[src/rtl/vga_rom_pixel_fetch_pkg.sv]
// Shared constants and types for the VGA image-ROM pixel fetch path.
package vga_rom_pixel_fetch_pkg;

  localparam int unsigned CoordW    = 11;
  localparam logic        SyncIdle  = 1'b1;
  localparam int unsigned RomLatMin = 1;
  localparam int unsigned RomLatMax = 2;

  // RGB444 word layout: {r[11:8], g[7:4], b[3:0]}
  typedef struct packed {
    logic [3:0] r;
    logic [3:0] g;
    logic [3:0] b;
  } rgb444_t;

endpackage

[src/rtl/vga_rom_pixel_fetch_if.sv]
// Bundle of scan-timing inputs, image ROM port and VGA pin outputs.
interface vga_rom_pixel_fetch_if #(
  parameter int unsigned ADDR_W = 17,
  parameter int unsigned DATA_W = 12
);
  import vga_rom_pixel_fetch_pkg::*;

  logic [CoordW-1:0] hcount;
  logic [CoordW-1:0] vcount;
  logic              video_on;
  logic              hsync_in;
  logic              vsync_in;
  logic [CoordW-1:0] pos_x;
  logic [CoordW-1:0] pos_y;
  logic [ADDR_W-1:0] rom_addr;
  logic [DATA_W-1:0] rom_data;
  logic [3:0]        vga_r;
  logic [3:0]        vga_g;
  logic [3:0]        vga_b;
  logic              vga_hs;
  logic              vga_vs;

  // Pixel fetch block side
  modport master (
    input  hcount, vcount, video_on, hsync_in, vsync_in, pos_x, pos_y, rom_data,
    output rom_addr, vga_r, vga_g, vga_b, vga_hs, vga_vs
  );

  // Timing generator / ROM / pins side
  modport slave (
    output hcount, vcount, video_on, hsync_in, vsync_in, pos_x, pos_y, rom_data,
    input  rom_addr, vga_r, vga_g, vga_b, vga_hs, vga_vs
  );

endinterface

[src/rtl/vga_rom_pixel_fetch_delay_line.sv]
// Resettable W-bit wide, N-stage shift register for latency matching.
module vga_rom_pixel_fetch_delay_line #(
  parameter int unsigned   W       = 1,
  parameter int unsigned   N       = 1,
  parameter logic [W-1:0]  RST_VAL = '0
) (
  input  logic         clk,
  input  logic         rst,
  input  logic [W-1:0] i_d,
  output logic [W-1:0] o_q
);

  logic [N-1:0][W-1:0] r_pipe;

  always_ff @(posedge clk or posedge rst) begin
    if (rst) begin
      for (int i = 0; i < N; i++) begin
        r_pipe[i] <= RST_VAL;
      end
    end else begin
      r_pipe[0] <= i_d;
      for (int i = 1; i < N; i++) begin
        r_pipe[i] <= r_pipe[i-1];
      end
    end
  end

  assign o_q = r_pipe[N-1];

endmodule

[src/rtl/vga_rom_pixel_fetch.sv]
// Scan-coordinate to image-ROM address generator with magnified window, plus
// latency-matched RGB444 / sync output stage.
module vga_rom_pixel_fetch
  import vga_rom_pixel_fetch_pkg::*;
#(
  parameter int unsigned        ADDR_W    = 17,
  parameter int unsigned        DATA_W    = 12,
  parameter int unsigned        IMG_W     = 320,
  parameter int unsigned        IMG_H     = 240,
  parameter int unsigned        SCALE     = 2,
  parameter int unsigned        H_ACTIVE  = 640,
  parameter int unsigned        V_ACTIVE  = 480,
  parameter int unsigned        ROM_LAT   = 1,
  parameter logic [DATA_W-1:0]  BG_COLOR  = 12'h000,
  parameter bit                 KEY_EN    = 1'b0,
  parameter logic [DATA_W-1:0]  KEY_COLOR = 12'hF0F
) (
  input logic                   clk,
  input logic                   rst,
  vga_rom_pixel_fetch_if.master bus
);

  localparam int unsigned LatEff = (ROM_LAT > RomLatMax) ? RomLatMax :
                                   (ROM_LAT < RomLatMin) ? RomLatMin : ROM_LAT;
  localparam int unsigned DlyN   = 1 + LatEff;
  localparam int unsigned RepW   = (SCALE > 1) ? $clog2(SCALE) : 1;

  localparam logic [CoordW:0]   WinW     = (CoordW+1)'(IMG_W * SCALE);
  localparam logic [CoordW:0]   WinH     = (CoordW+1)'(IMG_H * SCALE);
  localparam logic [CoordW-1:0] HActive  = CoordW'(H_ACTIVE);
  localparam logic [CoordW-1:0] VActive  = CoordW'(V_ACTIVE);
  localparam logic [ADDR_W-1:0] RowStep  = ADDR_W'(IMG_W);
  localparam logic [RepW-1:0]   RepLast  = RepW'(SCALE - 1);

  logic [CoordW-1:0] r_sx, r_sy;
  logic              r_armed;
  logic [ADDR_W-1:0] r_row_base, r_col, r_rom_addr;
  logic [RepW-1:0]   r_hrep, r_vrep;
  logic              r_in_win_prev;

  logic              w_frame_start, w_capture, w_armed_now, w_vis, w_in_win, w_win_ok;
  logic [CoordW:0]   w_h, w_v, w_sx, w_sy;
  logic [ADDR_W-1:0] w_row_base, w_row_base_d, w_col_d;
  logic [RepW-1:0]   w_vrep, w_vrep_d, w_hrep_d;

  assign w_frame_start = (bus.hcount == '0) && (bus.vcount == '0);
  assign w_capture     = (bus.hcount == '0) && (bus.vcount == VActive);
  assign w_armed_now   = r_armed | w_frame_start;

  assign w_h  = {1'b0, bus.hcount};
  assign w_v  = {1'b0, bus.vcount};
  assign w_sx = {1'b0, r_sx};
  assign w_sy = {1'b0, r_sy};

  assign w_vis    = bus.video_on && (bus.hcount < HActive) && (bus.vcount < VActive);
  assign w_in_win = w_vis && (w_h >= w_sx) && (w_h < w_sx + WinW) &&
                    (w_v >= w_sy) && (w_v < w_sy + WinH);
  assign w_win_ok = w_in_win & w_armed_now;

  // Frame start clears the row state in the same cycle so pixel (0,0) already sees base 0.
  always_comb begin
    w_row_base   = w_frame_start ? '0 : r_row_base;
    w_vrep       = w_frame_start ? '0 : r_vrep;
    w_row_base_d = w_row_base;
    w_vrep_d     = w_vrep;
    w_col_d      = '0;
    w_hrep_d     = '0;
    if (w_in_win) begin
      if (r_hrep == RepLast) begin
        w_col_d  = r_col + 1'b1;
        w_hrep_d = '0;
      end else begin
        w_col_d  = r_col;
        w_hrep_d = r_hrep + 1'b1;
      end
    end
    // Falling edge of in_win marks the end of a visible window line.
    if (r_in_win_prev && !w_in_win) begin
      if (w_vrep == RepLast) begin
        w_row_base_d = w_row_base + RowStep;
        w_vrep_d     = '0;
      end else begin
        w_vrep_d     = w_vrep + 1'b1;
      end
    end
  end

  always_ff @(posedge clk or posedge rst) begin
    if (rst) begin
      r_sx    <= '0;
      r_sy    <= '0;
      r_armed <= 1'b0;
    end else begin
      if (w_capture) begin
        r_sx <= bus.pos_x;
        r_sy <= bus.pos_y;
      end
      r_armed <= w_armed_now;
    end
  end

  always_ff @(posedge clk or posedge rst) begin
    if (rst) begin
      r_row_base    <= '0;
      r_vrep        <= '0;
      r_col         <= '0;
      r_hrep        <= '0;
      r_in_win_prev <= 1'b0;
      r_rom_addr    <= '0;
    end else begin
      r_row_base    <= w_row_base_d;
      r_vrep        <= w_vrep_d;
      r_col         <= w_col_d;
      r_hrep        <= w_hrep_d;
      r_in_win_prev <= w_in_win;
      if (w_in_win) begin
        r_rom_addr <= w_row_base + r_col;
      end
    end
  end

  assign bus.rom_addr = r_rom_addr;

  logic [3:0] w_dly;
  logic       w_vs_d, w_hs_d, w_video_on_d, w_win_ok_d;

  vga_rom_pixel_fetch_delay_line #(
    .W       (4),
    .N       (DlyN),
    .RST_VAL ({SyncIdle, SyncIdle, 1'b0, 1'b0})
  ) u_delay_line (
    .clk (clk),
    .rst (rst),
    .i_d ({bus.vsync_in, bus.hsync_in, bus.video_on, w_win_ok}),
    .o_q (w_dly)
  );

  assign {w_vs_d, w_hs_d, w_video_on_d, w_win_ok_d} = w_dly;

  logic [DATA_W-1:0] w_pix, r_pix;
  logic              r_hs, r_vs;
  rgb444_t           w_rgb;

  always_comb begin
    w_pix = bus.rom_data;
    if (!w_video_on_d) begin
      w_pix = '0;
    end else if (!w_win_ok_d) begin
      w_pix = BG_COLOR;
    end else if (KEY_EN && (bus.rom_data == KEY_COLOR)) begin
      w_pix = BG_COLOR;
    end
  end

  always_ff @(posedge clk or posedge rst) begin
    if (rst) begin
      r_pix <= '0;
      r_hs  <= SyncIdle;
      r_vs  <= SyncIdle;
    end else begin
      r_pix <= w_pix;
      r_hs  <= w_hs_d;
      r_vs  <= w_vs_d;
    end
  end

  assign w_rgb      = rgb444_t'(r_pix);
  assign bus.vga_r  = w_rgb.r;
  assign bus.vga_g  = w_rgb.g;
  assign bus.vga_b  = w_rgb.b;
  assign bus.vga_hs = r_hs;
  assign bus.vga_vs = r_vs;

endmodule

[src/flat_wrapper.sv]
// flat-port wrapper written by rule: the top's interface ports become plain ports
module vga_rom_pixel_fetch_flat import vga_rom_pixel_fetch_pkg::*;
#(
  parameter int unsigned        ADDR_W    = 17,
  parameter int unsigned        DATA_W    = 12,
  parameter int unsigned        IMG_W     = 320,
  parameter int unsigned        IMG_H     = 240,
  parameter int unsigned        SCALE     = 2,
  parameter int unsigned        H_ACTIVE  = 640,
  parameter int unsigned        V_ACTIVE  = 480,
  parameter int unsigned        ROM_LAT   = 1,
  parameter logic [DATA_W-1:0]  BG_COLOR  = 12'h000,
  parameter bit                 KEY_EN    = 1'b0,
  parameter logic [DATA_W-1:0]  KEY_COLOR = 12'hF0F
)
  (clk, rst, bus_hcount, bus_vcount, bus_video_on, bus_hsync_in, bus_vsync_in, bus_pos_x, bus_pos_y, bus_rom_data, bus_rom_addr, bus_vga_r, bus_vga_g, bus_vga_b, bus_vga_hs, bus_vga_vs);
  vga_rom_pixel_fetch_if #(.ADDR_W(ADDR_W), .DATA_W(DATA_W)) bus_i ();
  input logic clk;
  input logic rst;
  input wire logic [$bits(bus_i.hcount)-1:0] bus_hcount;
  input wire logic [$bits(bus_i.vcount)-1:0] bus_vcount;
  input wire logic [$bits(bus_i.video_on)-1:0] bus_video_on;
  input wire logic [$bits(bus_i.hsync_in)-1:0] bus_hsync_in;
  input wire logic [$bits(bus_i.vsync_in)-1:0] bus_vsync_in;
  input wire logic [$bits(bus_i.pos_x)-1:0] bus_pos_x;
  input wire logic [$bits(bus_i.pos_y)-1:0] bus_pos_y;
  input wire logic [$bits(bus_i.rom_data)-1:0] bus_rom_data;
  output wire logic [$bits(bus_i.rom_addr)-1:0] bus_rom_addr;
  output wire logic [$bits(bus_i.vga_r)-1:0] bus_vga_r;
  output wire logic [$bits(bus_i.vga_g)-1:0] bus_vga_g;
  output wire logic [$bits(bus_i.vga_b)-1:0] bus_vga_b;
  output wire logic [$bits(bus_i.vga_hs)-1:0] bus_vga_hs;
  output wire logic [$bits(bus_i.vga_vs)-1:0] bus_vga_vs;
  assign bus_i.hcount = bus_hcount;
  assign bus_i.vcount = bus_vcount;
  assign bus_i.video_on = bus_video_on;
  assign bus_i.hsync_in = bus_hsync_in;
  assign bus_i.vsync_in = bus_vsync_in;
  assign bus_i.pos_x = bus_pos_x;
  assign bus_i.pos_y = bus_pos_y;
  assign bus_i.rom_data = bus_rom_data;
  assign bus_rom_addr = bus_i.rom_addr;
  assign bus_vga_r = bus_i.vga_r;
  assign bus_vga_g = bus_i.vga_g;
  assign bus_vga_b = bus_i.vga_b;
  assign bus_vga_hs = bus_i.vga_hs;
  assign bus_vga_vs = bus_i.vga_vs;
  vga_rom_pixel_fetch #(.ADDR_W(ADDR_W), .DATA_W(DATA_W), .IMG_W(IMG_W), .IMG_H(IMG_H), .SCALE(SCALE), .H_ACTIVE(H_ACTIVE), .V_ACTIVE(V_ACTIVE), .ROM_LAT(ROM_LAT), .BG_COLOR(BG_COLOR), .KEY_EN(KEY_EN), .KEY_COLOR(KEY_COLOR)) u_core (.clk(clk), .rst(rst), .bus(bus_i));
endmodule
[config.mk]
export PLATFORM = sky130hd
export DESIGN_NAME = vga_rom_pixel_fetch_flat
export DESIGN_NICKNAME = d
export VERILOG_FILES = /design/src/rtl/vga_rom_pixel_fetch_pkg.sv /design/src/rtl/vga_rom_pixel_fetch_if.sv /design/src/rtl/vga_rom_pixel_fetch_delay_line.sv /design/src/rtl/vga_rom_pixel_fetch.sv /design/src/flat_wrapper.sv
export SDC_FILE = /design/constraint.sdc
export NUM_CORES = 1
export LEC_CHECK = 0
export BUFFER_PORTS_ARGS = -buffer_cell sky130_fd_sc_hd__buf_2
export CAP_MARGIN = 20
export CELL_PAD_IN_SITES_DETAIL_PLACEMENT = 1
export CELL_PAD_IN_SITES_GLOBAL_PLACEMENT = 1
export CORE_ASPECT_RATIO = 1.75
export CORE_MARGIN = 1
export CORE_UTILIZATION = 42
export DETAILED_ROUTE_END_ITERATION = 16
export HOLD_SLACK_MARGIN = 0.03
export PLACE_DENSITY = 0.8
export SLEW_MARGIN = 20
export SYNTH_ARGS = -nofsm -noshare
export SYNTH_HDL_FRONTEND = slang
export SYNTH_HIERARCHICAL = 1
export SYNTH_SLANG_ARGS = --single-unit
export TNS_END_PERCENT = 5
[constraint.sdc]
create_clock -name clk -period 4.35 [get_ports clk]
set_clock_uncertainty 0.2 [all_clocks]
set_input_delay 0.87 -clock clk [delete_from_list [all_inputs] [get_ports clk]]
set_output_delay 0.87 -clock clk [all_outputs]
set_load 0.01 [all_outputs]
After elaboration in Yosys (flattened, before gate mapping)
Cells that the tools add are included.
{ "classes": {"multipliers": 0, "n_lt_le_gt_ge": 6, "shifts": 0, "bitwise_logic": 2, "n_addsub": 7, "n_reduce_logical": 12, "div_mod_pow": 0, "eq_ne": 2, "n_mux": 12} }
{ "ops": {"columns": ["op", "n"], "rows": [
  ["17-bit two-way mux", 5],
  ["11-bit by 12-bit less-than comparator with 1-bit output", 2],
  ["12-bit two-way mux", 2],
  ["11-bit >= comparator", 2],
  ["11-bit logical NOT", 2],
  ["17-bit by 1-bit adder with 17-bit output (second input constant)", 1],
  ["17-bit adder", 1],
  ["17-bit by 9-bit adder with 17-bit output (second input constant)", 1],
  ["11-bit by 10-bit adder with 12-bit output (second input constant)", 1],
  ["11-bit by 9-bit adder with 12-bit output (second input constant)", 1],
  ["11-bit by 9-bit equality test with 1-bit output (second input constant)", 1],
  ["11-bit by 10-bit less-than comparator with 1-bit output (second input constant)", 1],
  ["11-bit by 9-bit less-than comparator with 1-bit output (second input constant)", 1],
  ["1-bit logical AND", 9],
  ["1-bit two-way mux", 5],
  ["1-bit adder (second input constant)", 2],
  ["2-bit by 1-bit != test with 1-bit output (second input constant)", 1],
  ["1-bit bitwise AND", 1],
  ["1-bit logical NOT", 1],
  ["1-bit bitwise OR", 1]
]} }
{ "totals": {"ff_bits": 99, "latchBits": 0, "n_memories": 0, "word_cells": 55, "mem_bits_rw": 0, "input_bits": 61, "out_inout_bits": 31, "rom_bits": 0} }

Logic depth before layout (Yosys ltp)
{ "depth": {"ltp_word": 10, "depth_mapped": 17} }

Cells and area by module
The synthesis kept the hierarchy.
{ "by_module_without_submodules": {"columns": ["mod", "cells_each", "n_inst", "area_each_um2", "seq_area_each_um2"], "rows": [
  ["vga_rom_pixel_fetch", 547, 1, 5271.3, 2279.7],
  ["vga_rom_pixel_fetch_delay_line", 13, 1, 239.0, 205.2]
]} }

Worst setup path after synthesis
OpenSTA, ideal clock, no wires.
{ "synth_path": {"kind": "in2reg", "from": "input bus_vcount[2]", "to": "register u_core.r_rom_addr[14] (netlist: u_core/bus.rom_addr[14])", "required_time_ps": 4029, "path_slack_ps": -328, "t_arrival_ps": 4358, "stages": 17, "path_cell_list": "nor4_1 > nand4_1 > or2_1 > clkbuf_1 > clkbuf_1 > clkbuf_1 > and2_1 > ha_1 > fa_1 > a21o_1 > a221oi_1 > a21oi_1 > a221oi_2 > o21ai_0 > a31oi_1 > xor2_1 > o21ai_1"} }
{ "synth_lines": {"columns": ["item", "line", "rtl"], "rows": [
  ["from (decl)", "flat_wrapper.sv:21", "input wire logic [$bits(bus_i.vcount)-1:0] bus_vcount;"],
  ["11-bit logical NOT", "vga_rom_pixel_fetch.sv:46", "assign w_frame_start = (bus.hcount == '0) && (bus.vcount == '0);"],
  ["1-bit logical AND", "vga_rom_pixel_fetch.sv:46", null],
  ["17-bit two-way mux", "vga_rom_pixel_fetch.sv:62", "w_row_base = w_frame_start ? '0 : r_row_base;"],
  ["via u_core.w_row_base[0]", "vga_rom_pixel_fetch.sv:43", "logic [ADDR_W-1:0] w_row_base, w_row_base_d, w_col_d;"],
  ["17-bit adder", "vga_rom_pixel_fetch.sv:117", "r_rom_addr <= w_row_base + r_col;"],
  ["to (signal assigned)", "vga_rom_pixel_fetch.sv:117", null],
  ["to (decl)", "vga_rom_pixel_fetch.sv:37", "logic [ADDR_W-1:0] r_row_base, r_col, r_rom_addr;"]
]} }
The timed path passes the listed nets, and every way through them passes these cells.
A chain may end at the register's enable or synchronous reset.

Worst setup path after layout
{ "layout_path": {"from": "input bus_hcount[5]", "to": "register u_core.r_rom_addr[16] (netlist: u_core/bus.rom_addr[16])"} }
{ "layout_lines": {"columns": ["item", "line", "rtl"], "rows": [
  ["from (decl)", "flat_wrapper.sv:20", "input wire logic [$bits(bus_i.hcount)-1:0] bus_hcount;"],
  ["11-bit logical NOT", "vga_rom_pixel_fetch.sv:46", null],
  ["1-bit logical AND", "vga_rom_pixel_fetch.sv:46", null],
  ["17-bit two-way mux", "vga_rom_pixel_fetch.sv:62", null],
  ["via u_core.w_row_base[0]", "vga_rom_pixel_fetch.sv:43", null],
  ["17-bit adder", "vga_rom_pixel_fetch.sv:117", null]
]} }
The timed path passes the listed nets, and every way through them passes these cells.

==> summary.txt <==
Power
  • Leakage: approximately 3.4 nW
  • Pwr dens: 284 nW/um^2
  • Worst VDD drop: 0.187 mV
  • Power, Total: around 1.9 mW

Finish
  • Non-Filler Instances: 837
  • Fin area: ~6600 sq um
  • Layout cell share with drive strength beyond 1: 23.1%
  • Area grow syn2layout: 19.7%
  • Total Nets Final: 774
  • Number of diodes: 0

Place
  • PortBufs: 91
  • Placed Area: 6280 sq um
  • Placer congestion estimate: 0.871
  • Worst slack at placement: -0.0964 ns
  • HPWL Detailed: 11600 microns
  • Cell count after placement: 821

Worst hold path
  • Hold EP: u_core/u_delay_line/o_q[3]$_DFF_PP1_
  • Hold WC Path Type: flop to flop
  • Worst hold path depth: 0
  • Beginning of the worst hold path: u_core/u_delay_line/r_pipe[3]$_DFF_PP1_

Yosys
  • XOR/XNOR share of the synthesized area: approximately 7.5%
  • Yosys top cell area share: between 40% and 50%
  • Register area share after synthesis: about 45%
  • Synth area leaders: dfrtp_1 42%, ha_1 12%, nand2_1 4.5%
  • Top FF cell, synth: dfrtp_1
  • Synth warn: 6
  • Largest family of logic cells by synthesized area: simple AND/OR/NAND/NOR gates
  • Async S/R FF share, synth: 100%
  • Syn avg cell area: between 9 and 10 sq um
  • Post-synthesis mux area share: 0.590%
  • Seq cells post-synth: a little under 100
  • Synth unique cells: 55
  • Post-synth EDFFs: 0
  • Synthesized net count: 673
  • Compound-Gate Fraction of Synth Area: 12.4%
  • Area leader, netlist: dfrtp_1
  • Mapped Cells: 560
  • Area share of fa/ha/maj cells after synthesis: 11.9%
  • Mapped cell area: 5510 sq um
  • Post-Synth Simple-Gate Area: 17.9%

Route
  • DRT antenna net count: 0
  • Drt drc: 0
  • WL per Instance: 18.0 microns
  • Via/cell ratio: 5.34
  • WL final: 15000 microns
  • Via count: 4473
  • TritonRoute pass-1 iters: 4
  • Drt initial violations: 227

Setup path
  • Worst Setup End Kind: flop
  • Slowest cell on crit path: fa_2
  • Worst-path maximum fanout: 5
  • RR Startpoint: u_core/r_sy[5]$_DFFE_PP0P_
  • Worst R2R Path Depth: 13
  • Slowest stage delay, CP: 0.36 ns
  • Data required, critical path: 4.38 ns
  • CP Class: input pin to flop
  • Top Family by Delay on Critical Path: compound AO/OA/AOI/OAI gates
  • CP Buf/Inv Count: 1
  • Cell repeated most along the worst path: a221oi_2
  • Crit path cell chain: buf_2 > nor4_4 > nand4_1 > or2_1 > and2_4 > ha_4 > fa_2 > a21o_1 > a221oi_2 > a21oi_2 > a221oi_2 > o211ai_1 > a31oi_1 > xnor2_1 > o21ai_1
  • CP startpoint kind: input pin
  • Worst R2R End: u_core/r_row_base[16]$_DFF_PP0_
  • Reg2reg setup slack: 0.73 ns
  • Worst EP arrival: 4.15 ns

Timing
  • Final setup viols: 0
  • Pins over their slew limit: 0
  • Period utilization: 94.7%
  • Crit path time final: slightly above 4 ns
  • Tightest Pin Transition: about 0.70 ns
  • Max transition margin: about 54%
  • Hold Fails Final Rpt: 0
  • Hold slack: approximately 0.16 ns
  • Unrepaired setup endpoints after global routing: false
  • Setup WS post-layout: 0.230 ns
  • Max Fclk: ~240 MHz

Floorplan
  • Cell row count: 55
  • Die Ht: around 150 microns
  • I/O pin count: 92
  • Core area: 12900 sq um
  • Die span in x: between 80 and 90 microns
  • Initial core utilization: a little over two fifths
  • Die area: 13600 sq um

Clock tree
  • CTS max path bufs: 2
  • Clk sinks: 99
  • CTS clk-pin slew, worst paths: 0.08 ns
  • Clock latency on the worst-skew pair: 0.35 ns
  • CTS Buf Count: 9
  • Setup bufs post-CTS: 0
  • CTS root buf: clkbuf_16
  • TritonCTS clock tree: yes
  • Cts-stage hold buffer count: 0
  • H-tree levels: 3
  • Post-cts resize count: 0

Flow run
  • MaxCap Viol Count: 0

Global route
  • All-Layer GR Usage: 23.7%
  • Initial antenna violation count: 0
  • Largest net degree at the start of global routing: 53
  • Global route overflow: 0
  • First-pass GRT wire length: 24700 microns
  • Number of global-route vias before repair: 5080

Status
  • Status: complete, no violations
==> synthesized netlist by cell type, types with 6 or more instances <==
| master | number |
|---|---|
| nor3_1 | 8 |
| dfrtp_1 | 93 |
| a21oi_1 | 18 |
| nand4_1 | 12 |
| o21ai_0 | 33 |
| inv_1 | 31 |
| xnor2_1 | 19 |
| nor2_1 | 41 |
| a21o_1 | 11 |
| clkbuf_1 | 11 |
| dfstp_2 | 6 |
| nand2_1 | 66 |
| nor4_1 | 8 |
| o21ai_1 | 13 |
| ha_1 | 51 |
| buf_6 | 6 |
| and2_1 | 15 |
| nand3_1 | 10 |
| xor2_1 | 28 |
| and3_1 | 19 |
==> placed cells by master (no fill, tap or decap), types with 4 or more instances in the layout <==
master | synthesis | routed
ha_1 | 51 | 50
dfrtp_1 | 93 | 93
buf_4 | 4 | 20
nand3_1 | 10 | 10
and2_1 | 15 | 14
nor3_1 | 8 | 8
o21ai_1 | 13 | 14
and3_1 | 19 | 19
nand4_1 | 12 | 12
buf_2 | 0 | 91
xnor2_1 | 19 | 19
nor2b_1 | 4 | 4
nand2_1 | 66 | 66
o31ai_1 | 4 | 4
xor2_1 | 28 | 28
clkbuf_16 | 0 | 9
inv_1 | 31 | 30
nor2_1 | 41 | 41
dfstp_2 | 6 | 6
o21ai_0 | 33 | 32
a21o_1 | 11 | 11
a21oi_1 | 18 | 17
==> kinds of logic after synthesis <==
group,after synthesis
flops,99
buf+inv,52
xor+xnor,47
compound gates,108
simple gates,199
mux,3
fa+ha+maj,52
==> per-stage QoR <==
| stage | setup TNS (ns) | utilization [%] |
|---|---|---|
| floorplan | -0.0171 | - |
| global placement | 0 | 48.8 |
| detailed placement | -0.142 | 48.8 |
| CTS | 0 | 51.2 |
| global route | 0 | 51.2 |
| finish | 0 | 51.2 |
==> state kept, by name (all words and copies together) (netlist names) <==
| name | count |
|---|---|
| u_core/r_col | 17 |
| u_core/r_armed | 1 |
| u_core/bus.vga_hs | 1 |
| u_core/u_delay_line/r_pipe | 4 |
| u_core/r_in_win_prev | 1 |
| u_core/r_pix | 12 |
| u_core/r_row_base | 17 |
| u_core/r_sy | 11 |
| u_core/r_hrep | 1 |
| u_core/bus.vga_vs | 1 |
| u_core/u_delay_line/o_q | 4 |
| u_core/bus.rom_addr | 17 |
| u_core/r_vrep | 1 |
| u_core/r_sx | 11 |
==> where the power goes <==
part	leakage, nW	internal (mW)	total [mW]	switching, mW
combinational	1.99	0.0375	0.0930	0.0555
clock	0.156	0.463	0.854	0.391
sequential	1.24	0.925	0.928	0.00224
total	3.39	1.43	1.87	0.449
==> layer usage <==
| metal | global-route usage [%] | share of wire [%] | routed length, microns |
|---|---|---|---|
| met3 | 3.22 | 2.6 | 395 |
| met2 | 44.3 | 57 | 8570 |
| met1 | 25.3 | 37 | 5510 |
| met5 | 0 | 0 | 0 |
| met4 | 11.1 | 3.7 | 559 |
==> area by class of cell <==
type                       count  area, sq um
clock inverter                 7         92.6
multi-input combinational    409         2860
sequential                    99         2480
fill                        1492         6270
tap                          171          214
timing repair buffer         111          606
inverter                      31          118
clock buffer                   9          225
==> worst max path at each step <==
| stage | startpoint | to | slack (ns) | depth (start not counted) |
|---|---|---|---|---|
| after global placement | bus_hcount[5] | u_core/bus.rom_addr[14]$_DFFE_PP0P_ | 0.03 | 15 |
| after detailed placement | bus_hcount[5] | u_core/bus.rom_addr[16]$_DFFE_PP0P_ | -0.1 | 15 |
| after CTS | bus_hcount[5] | u_core/bus.rom_addr[16]$_DFFE_PP0P_ | 0.28 | 15 |
| after floorplan | bus_hcount[3] | u_core/bus.rom_addr[14]$_DFFE_PP0P_ | -0.02 | 17 |
| after global routing | bus_hcount[5] | u_core/bus.rom_addr[16]$_DFFE_PP0P_ | 0.08 | 15 |
| final | bus_hcount[5] | u_core/bus.rom_addr[16]$_DFFE_PP0P_ | 0.23 | 15 |
Power figures use the tool's default switching activity.
